--- config.mk ---
export PLATFORM = sky130hd
export DESIGN_NAME = ps2_kbd_rx_flat
export DESIGN_NICKNAME = d
export VERILOG_FILES = /design/src/rtl/ps2_kbd_rx_if.sv /design/src/rtl/ps2_kbd_rx.sv /design/src/flat_wrapper.sv
export SDC_FILE = /design/constraint.sdc
export NUM_CORES = 1
export LEC_CHECK = 0
export ABC_AREA = 0
export CORE_MARGIN = 4
export CORE_UTILIZATION = 40
export CTS_BUF_LIST = sky130_fd_sc_hd__clkbuf_16
export DETAILED_ROUTE_END_ITERATION = 10
export MAX_ROUTING_LAYER = met4
export PLACE_DENSITY = 0.66
export SLEW_MARGIN = 20
export SYNTH_ARGS = -nofsm -noshare
export SYNTH_HDL_FRONTEND = slang
export SYNTH_SLANG_ARGS = --single-unit
--- constraint.sdc ---
create_clock -name clk -period 5.8 [get_ports clk]
set_clock_uncertainty 0.2 [all_clocks]
set_input_delay 1.16 -clock clk [delete_from_list [all_inputs] [get_ports clk]]
set_output_delay 1.16 -clock clk [all_outputs]
set_load 0.05 [all_outputs]
--- src/rtl/ps2_kbd_rx_if.sv ---
// Key-event write port from the PS/2 receiver toward the keyboard FIFO.
// The receiver drives the master side; the FIFO/consumer uses the slave side.
interface ps2_kbd_rx_if;
  logic [15:0] wrdata;
  logic        wr_en;
  logic        frame_err;

  modport master (output wrdata, output wr_en, output frame_err);
  modport slave  (input  wrdata, input  wr_en, input  frame_err);
endinterface

--- src/rtl/ps2_kbd_rx.sv ---
// PS/2 keyboard receiver: synchronizes and deglitches the PS/2 lines, decodes 11-bit frames
// and folds E0/F0 prefixes into one key-event word. Define PS2_RX_TIMEOUT_EN to abandon stalled frames.
module ps2_kbd_rx #(
  parameter int FILTER_LEN     = 8,
  parameter int TIMEOUT_CYCLES = 65536
) (
  input  logic         clk,
  input  logic         rst_n,
  input  logic         ps2_clk,
  input  logic         ps2_data,
  ps2_kbd_rx_if.master kbd_o
);

  localparam int FCW = $clog2(FILTER_LEN + 1);

  logic           clkMeta_q, clkSync_q;
  logic           dataMeta_q, dataSync_q;
  logic           filtClk_q, filtClk_d;
  logic [FCW-1:0] filtCnt_q, filtCnt_d;
  logic           fallEdge;

  logic [3:0]     bitIdx_q, bitIdx_d;
  logic [9:0]     shift_q, shift_d;
  logic           brk_q, brk_d;
  logic           ext_q, ext_d;
  logic [15:0]    wrdata_q, wrdata_d;
  logic           wrEn_q, wrEn_d;
  logic           frameErr_q, frameErr_d;

  logic [7:0]     rxByte;
  logic           frameOk;

  // Both PS/2 lines idle high, so the synchronizers reset to 1 to avoid a false edge.
  always_ff @(posedge clk or negedge rst_n) begin
    if (!rst_n) begin
      clkMeta_q  <= 1'b1;
      clkSync_q  <= 1'b1;
      dataMeta_q <= 1'b1;
      dataSync_q <= 1'b1;
    end else begin
      clkMeta_q  <= ps2_clk;
      clkSync_q  <= clkMeta_q;
      dataMeta_q <= ps2_data;
      dataSync_q <= dataMeta_q;
    end
  end

  always_comb begin
    filtClk_d = filtClk_q;
    filtCnt_d = '0;
    if (clkSync_q != filtClk_q) begin
      if (filtCnt_q == FCW'(FILTER_LEN - 1)) begin
        filtClk_d = clkSync_q;
      end else begin
        filtCnt_d = filtCnt_q + 1'b1;
      end
    end
  end

  assign fallEdge = filtClk_q & ~filtClk_d;

  // Shift right so that after ten samples shift_q[0] holds the start bit and shift_q[9] the parity.
  assign rxByte  = shift_q[8:1];
  assign frameOk = ~shift_q[0] & (^shift_q[9:1]) & dataSync_q;

`ifdef PS2_RX_TIMEOUT_EN
  localparam int TOW = $clog2(TIMEOUT_CYCLES + 1);

  logic [TOW-1:0] toCnt_q, toCnt_d;
  logic           timeoutHit;

  assign timeoutHit = (bitIdx_q != 4'd0) && !fallEdge &&
                      (toCnt_q == TOW'(TIMEOUT_CYCLES - 1));

  always_comb begin
    toCnt_d = '0;
    if ((bitIdx_q != 4'd0) && !fallEdge && !timeoutHit) begin
      toCnt_d = toCnt_q + 1'b1;
    end
  end

  always_ff @(posedge clk or negedge rst_n) begin
    if (!rst_n) begin
      toCnt_q <= '0;
    end else begin
      toCnt_q <= toCnt_d;
    end
  end
`else
  logic timeoutHit;
  assign timeoutHit = 1'b0;
`endif

  always_comb begin
    bitIdx_d   = bitIdx_q;
    shift_d    = shift_q;
    brk_d      = brk_q;
    ext_d      = ext_q;
    wrdata_d   = wrdata_q;
    wrEn_d     = 1'b0;
    frameErr_d = 1'b0;

    if (fallEdge) begin
      if (bitIdx_q == 4'd10) begin
        bitIdx_d = 4'd0;
        if (!frameOk) begin
          frameErr_d = 1'b1;
          brk_d      = 1'b0;
          ext_d      = 1'b0;
        end else if (rxByte == 8'hE0) begin
          ext_d = 1'b1;
        end else if (rxByte == 8'hF0) begin
          brk_d = 1'b1;
        end else begin
          wrdata_d = {brk_q, ext_q, 6'b0, rxByte};
          wrEn_d   = 1'b1;
          brk_d    = 1'b0;
          ext_d    = 1'b0;
        end
      end else begin
        shift_d  = {dataSync_q, shift_q[9:1]};
        bitIdx_d = bitIdx_q + 4'd1;
      end
    end

    if (timeoutHit) begin
      bitIdx_d   = 4'd0;
      brk_d      = 1'b0;
      ext_d      = 1'b0;
      frameErr_d = 1'b1;
    end
  end

  always_ff @(posedge clk or negedge rst_n) begin
    if (!rst_n) begin
      filtClk_q  <= 1'b1;
      filtCnt_q  <= '0;
      bitIdx_q   <= 4'd0;
      shift_q    <= '0;
      brk_q      <= 1'b0;
      ext_q      <= 1'b0;
      wrdata_q   <= '0;
      wrEn_q     <= 1'b0;
      frameErr_q <= 1'b0;
    end else begin
      filtClk_q  <= filtClk_d;
      filtCnt_q  <= filtCnt_d;
      bitIdx_q   <= bitIdx_d;
      shift_q    <= shift_d;
      brk_q      <= brk_d;
      ext_q      <= ext_d;
      wrdata_q   <= wrdata_d;
      wrEn_q     <= wrEn_d;
      frameErr_q <= frameErr_d;
    end
  end

  assign kbd_o.wrdata    = wrdata_q;
  assign kbd_o.wr_en     = wrEn_q;
  assign kbd_o.frame_err = frameErr_q;

endmodule

--- src/flat_wrapper.sv ---
// flat-port wrapper written by rule: the top's interface ports become plain ports
module ps2_kbd_rx_flat 
#(
  parameter int FILTER_LEN     = 8,
  parameter int TIMEOUT_CYCLES = 65536
)
  (clk, rst_n, ps2_clk, ps2_data, kbd_o_wrdata, kbd_o_wr_en, kbd_o_frame_err);
  ps2_kbd_rx_if kbd_o_i ();
  input  logic clk;
  input  logic rst_n;
  input  logic ps2_clk;
  input  logic ps2_data;
  output wire logic [$bits(kbd_o_i.wrdata)-1:0] kbd_o_wrdata;
  output wire logic [$bits(kbd_o_i.wr_en)-1:0] kbd_o_wr_en;
  output wire logic [$bits(kbd_o_i.frame_err)-1:0] kbd_o_frame_err;
  assign kbd_o_wrdata = kbd_o_i.wrdata;
  assign kbd_o_wr_en = kbd_o_i.wr_en;
  assign kbd_o_frame_err = kbd_o_i.frame_err;
  ps2_kbd_rx #(.FILTER_LEN(FILTER_LEN), .TIMEOUT_CYCLES(TIMEOUT_CYCLES)) u_core (.clk(clk), .rst_n(rst_n), .ps2_clk(ps2_clk), .ps2_data(ps2_data), .kbd_o(kbd_o_i));
endmodule
-- After elaboration in Yosys (flattened, before gate mapping)
Cells that the tools add are included.
- add/sub/neg operators: 2
- equal/unequal tests: 7
- mux-type cells: 19
- bitwise logic cells: 8
- reductions and logical operators: 5
- operators with widths (operator ; number):
    $eq 8x8->1 const B ; 2
    $mux 1 ; 16
    $mux 4 ; 3
    $reduce_xor 9->1 ; 1
    $add 4x1->4 const B ; 2
    $reduce_and 3->1 ; 2
    $not 1->1 ; 5
    $reduce_and 5->1 ; 1
    $eq 4x3->1 const B ; 1
    $eq 4x4->1 const B ; 1
    $and 1x1->1 ; 3
    $ne 3x3->1 const B ; 1
    $ne 2x2->1 const B ; 1
    $reduce_and 2->1 ; 1
    $ne 1x1->1 ; 1
- bits in registers: 37
- bits of input ports: 4
- output and inout port bits: 18

-- Longest topological paths before layout
- word-level depth: 6
- gate-level depth with buffers: 7

-- Worst setup path before layout
Ideal clock, no wire load.
- path kind: register to register
- from: reg u_core.shift_q[1]
- to: reg u_core.wrdata_q[0], in the netlist u_core.kbd_o.wrdata[0]
- setup time: 0.125 ns
- arrival: 1.984 ns
- slack: 3.490 ns
- cell stages (with the launch flop): 8
- path through: dfrtp_1 > inv_1 > ha_1 > xnor3_2 > xnor2_2 > nor4b_2 > buf_6 > mux2_4
- word-level cells in the longest chain between the ends: 4
- elaborated cells between the ends (all ways): 8
- those cells by class: 2 x eq/ne; 4 x bitwise; 2 x reduce/logical
- RTL lines (element ; line ; text):
    from (decl) ; ps2_kbd_rx.sv:23 ; logic [9:0] shift_q, shift_d;
    from (signal assigned) ; ps2_kbd_rx.sv:149 ; shift_q <= shift_d;
    $reduce_xor 9->1 ; ps2_kbd_rx.sv:64 ; assign frameOk = ~shift_q[0] & (^shift_q[9:1]) & dataSync_q;
    $and 1x1->1 (2 in series) ; ps2_kbd_rx.sv:64 ;
    $reduce_and 5->1 (no source line) ; -- ;
    to (signal assigned) ; ps2_kbd_rx.sv:152 ; wrdata_q <= wrdata_d;
    to (decl) ; ps2_kbd_rx.sv:26 ; logic [15:0] wrdata_q, wrdata_d;
Parallel ways exist; a longest one is shown, timed or not.
A chain may end at the register's enable or synchronous reset.

-- Final worst setup path
- from: reg u_core.wrdata_q[7], in the netlist u_core.kbd_o.wrdata[7]
- to: out kbd_o_wrdata[7]
- RTL lines (element ; line ; text):
    to (decl) ; flat_wrapper.sv:13 ; output wire logic [$bits(kbd_o_i.wrdata)-1:0] kbd_o_wrdata;
No word-level cell between the ends.

==> run metrics <==
outcome=finished, final reports clean; RSZ-0062 raised after global routing=false; largest net degree at the start of global routing=38; crit-path cells=clkdlybuf4s50_1; worst hold start=u_core.dataMeta_q$_DFF_PN1_; R2R Path End=u_core.kbd_o.wrdata[7]$_DFFE_PN0P_; top cells by area, synth=dfrtp_1 (46%), mux2_4 (8.6%), dfstp_2 (7.6%); most frequent cell after synthesis=dfrtp_1; critical path class=register to output pin; Critical Path Fanout Max=2; Avg WL per Cell=14.2 µm; antenna cells=0; gr ovfl total=0; Buf+Inv Stages, Crit Path=1; root buffer cell=clkbuf_16; Main synth FF type=dfrtp_1; dpl hpwl=1950 µm; critical path endpoint category=output pin; Post-CTS Resized=0; Filler Cells Inserted=369; area of the mapped netlist=1740 µm²; Hold Crit Class=register to register; reg-to-reg slack, setup=3.32 ns; Worst R2R Start=u_core.shift_q[1]$_DFFE_PN0P_; CTS buffer count=5; r2r worst-path depth=7; Seq cells post-synth=37; Fin Setup TNS=0 ns; crit path time final=2.82 ns; clock buffer depth=2; GRT Util Overall=13.1%; post-synth cell types=38; full die area=5460 µm²; Max Clk Rate=355 MHz; Leakage=0.927 nW; Worst EP required=4.44 ns; Hold-fix buffers, CTS=0; Worst slew margin=60.7%; number of global-route vias before repair=1062; dominant cell type by area after synthesis=dfrtp_1; Max Cap Viol=0; P per Cell Area=283 nW/µm²; IO buf count=15; slowest CP cell=clkdlybuf4s50_1; clk_lat worst skew=0.28 ns; Slew Viols, Final=0; Residual DRC=0; drt initial violations=37; Hold WS=0.154 ns; CTS clk-pin slew, worst paths=0.05 ns; Synth-to-Final Area Change=18.9%; Worst setup SP type=register; ys async rst share=100%; DR vias/cell=4.92; Hold Path Cell Cnt=0; floorplan core area=4090 µm²; post-CTS setup buffers=0; register area share after synthesis=53.6%; Tcrit/Tclk final=48.6%; slowest stage delay, CP=0.81 ns; drt pass-1 iters=4; most instantiated cells after synthesis=dfrtp_1 (32), mux2_4 (10), mux2_2 (8); Routed Wire Length=2830 µm; critical path arrival=1.46 ns; htree depth=2; actual slew at the worst max-slew pin=0.589 ns; first-pass GRT wire length=5050 µm; syn_area_per_cell=13.7 µm²; Die Y=73.9 µm; Hold Path End=u_core.dataSync_q$_DFF_PN1_; EDFF count, synth=0; routability cong.=0.748; initial core utilization=42.5%; fin nets=159; Top Family by Delay on Critical Path=buffers and inverters; vias=983; CTS tree=done; post-detailed-route count of antenna-violating nets=0; final hold violations=0; Rows=23; Mapped Cells=127; die span in x=73.9 µm; Final Setup Violations=0; clk sinks=37; I/O pin cnt=22; Synth warnings=0; top-area cell type share of the netlist area=46.1%; share of cells above drive strength 1=27.3%; VDD IR max=0.000160 V; initial antenna violation count=0
-- where the power goes --
| group | internal, W | switching [W] | total [W] |
|---|---|---|---|
| Sequential | 0.000275 | 0.0000102 | 0.000285 |
| Combinational | 0.0000180 | 0.0000273 | 0.0000453 |
| Clock | 0.000155 | 0.0000992 | 0.000254 |
-- how the worst max path moves through the flow --
stage	start	depth (start not counted)	end	slack [ns]
6_report	u_core.kbd_o.wrdata[7]$_DFFE_PN0P_	1	kbd_o_wrdata[7]	2.98
5_1_grt	u_core.kbd_o.wrdata[7]$_DFFE_PN0P_	1	kbd_o_wrdata[7]	2.93
4_1_cts	u_core.kbd_o.wrdata[7]$_DFFE_PN0P_	1	kbd_o_wrdata[7]	2.96
3_5_place_dp	u_core.kbd_o.wrdata[7]$_DFFE_PN0P_	1	kbd_o_wrdata[7]	3.28
3_3_place_gp	u_core.kbd_o.wrdata[0]$_DFFE_PN0P_	1	kbd_o_wrdata[0]	3.31
2_1_floorplan	u_core.shift_q[1]$_DFFE_PN0P_	7	u_core.kbd_o.wrdata[0]$_DFFE_PN0P_	3.49
-- cell usage in the layout (no fill, tap or decap), types with 5 or more instances in the layout --
cell type	netlist	routed
dfrtp_1	32	32
clkdlybuf4s50_1	0	15
mux2_4	10	10
mux2_2	8	8
inv_1	6	6
ha_1	6	6
conb_1	1	6
nor2_1	5	5
clkbuf_16	0	5
dfstp_2	5	5
-- flip-flops by register name, summed over array words and instances (netlist names) --
| register | flops |
|---|---|
| u_core.dataSync_q | 1 |
| u_core.kbd_o.wr_en | 1 |
| u_core.clkMeta_q | 1 |
| u_core.bitIdx_q | 4 |
| u_core.shift_q | 10 |
| u_core.kbd_o.wrdata | 10 |
| u_core.ext_q | 1 |
| u_core.filtClk_q | 1 |
| u_core.dataMeta_q | 1 |
| u_core.kbd_o.frame_err | 1 |
| u_core.filtCnt_q | 4 |
| u_core.clkSync_q | 1 |
| u_core.brk_q | 1 |
-- per-stage QoR --
stage          total power [W]  instances  util [%]  setup WS, ns  instance area [µm²]
6_report              0.000584        200      50.6          2.98                 2070
5_1_grt               0.000611        200      50.6          2.93                 2070
4_1_cts               0.000594        200      50.6          2.96                 2070
3_5_place_dp          0.000335        192      47.2          3.28                 1930
3_3_place_gp          0.000330        192      47.2          3.31                 1930
2_1_floorplan         0.000323        132         -          3.49                 1760
-- metal layers --
metal	global-route usage, %	wire [µm]	vias to the layer above
met5	-	0	-
li1	-	-	475
met3	4.92	145	7
met1	15.1	1260	478
met2	20.2	1360	23
met4	6.04	66	0
-- final cells by class --
cell class | count | area (µm²) | share of cell area (%)
Sequential cell | 37 | 932 | 45.1
Timing Repair Buffer | 17 | 165 | 8.00
Multi-Input combinational cell | 82 | 746 | 36.1
Tap cell | 50 | 62.6 | 3.03
Clock buffer | 5 | 125 | 6.06
Inverter | 6 | 22.5 | 1.09
Clock inverter | 3 | 12.5 | 0.606
-- logic make-up (layout without fill, tap and decap cells) --
group / Yosys count / in the layout / share of synthesized area (%)
flip-flops: 37 / 37 / 53.6
AND/OR/NAND/NOR: 32 / 32 / 12.3
multiplexers: 22 / 22 / 16.1
buffers and inverters: 13 / 31 / 4.54
AO/OA/AOI/OAI: 10 / 10 / 4.10
adder cells (fa/ha/maj): 6 / 6 / 4.32
XOR/XNOR: 6 / 6 / 4.75
other: 1 / 6 / 0.216
Note: power is estimated with default switching activity, not from simulation.
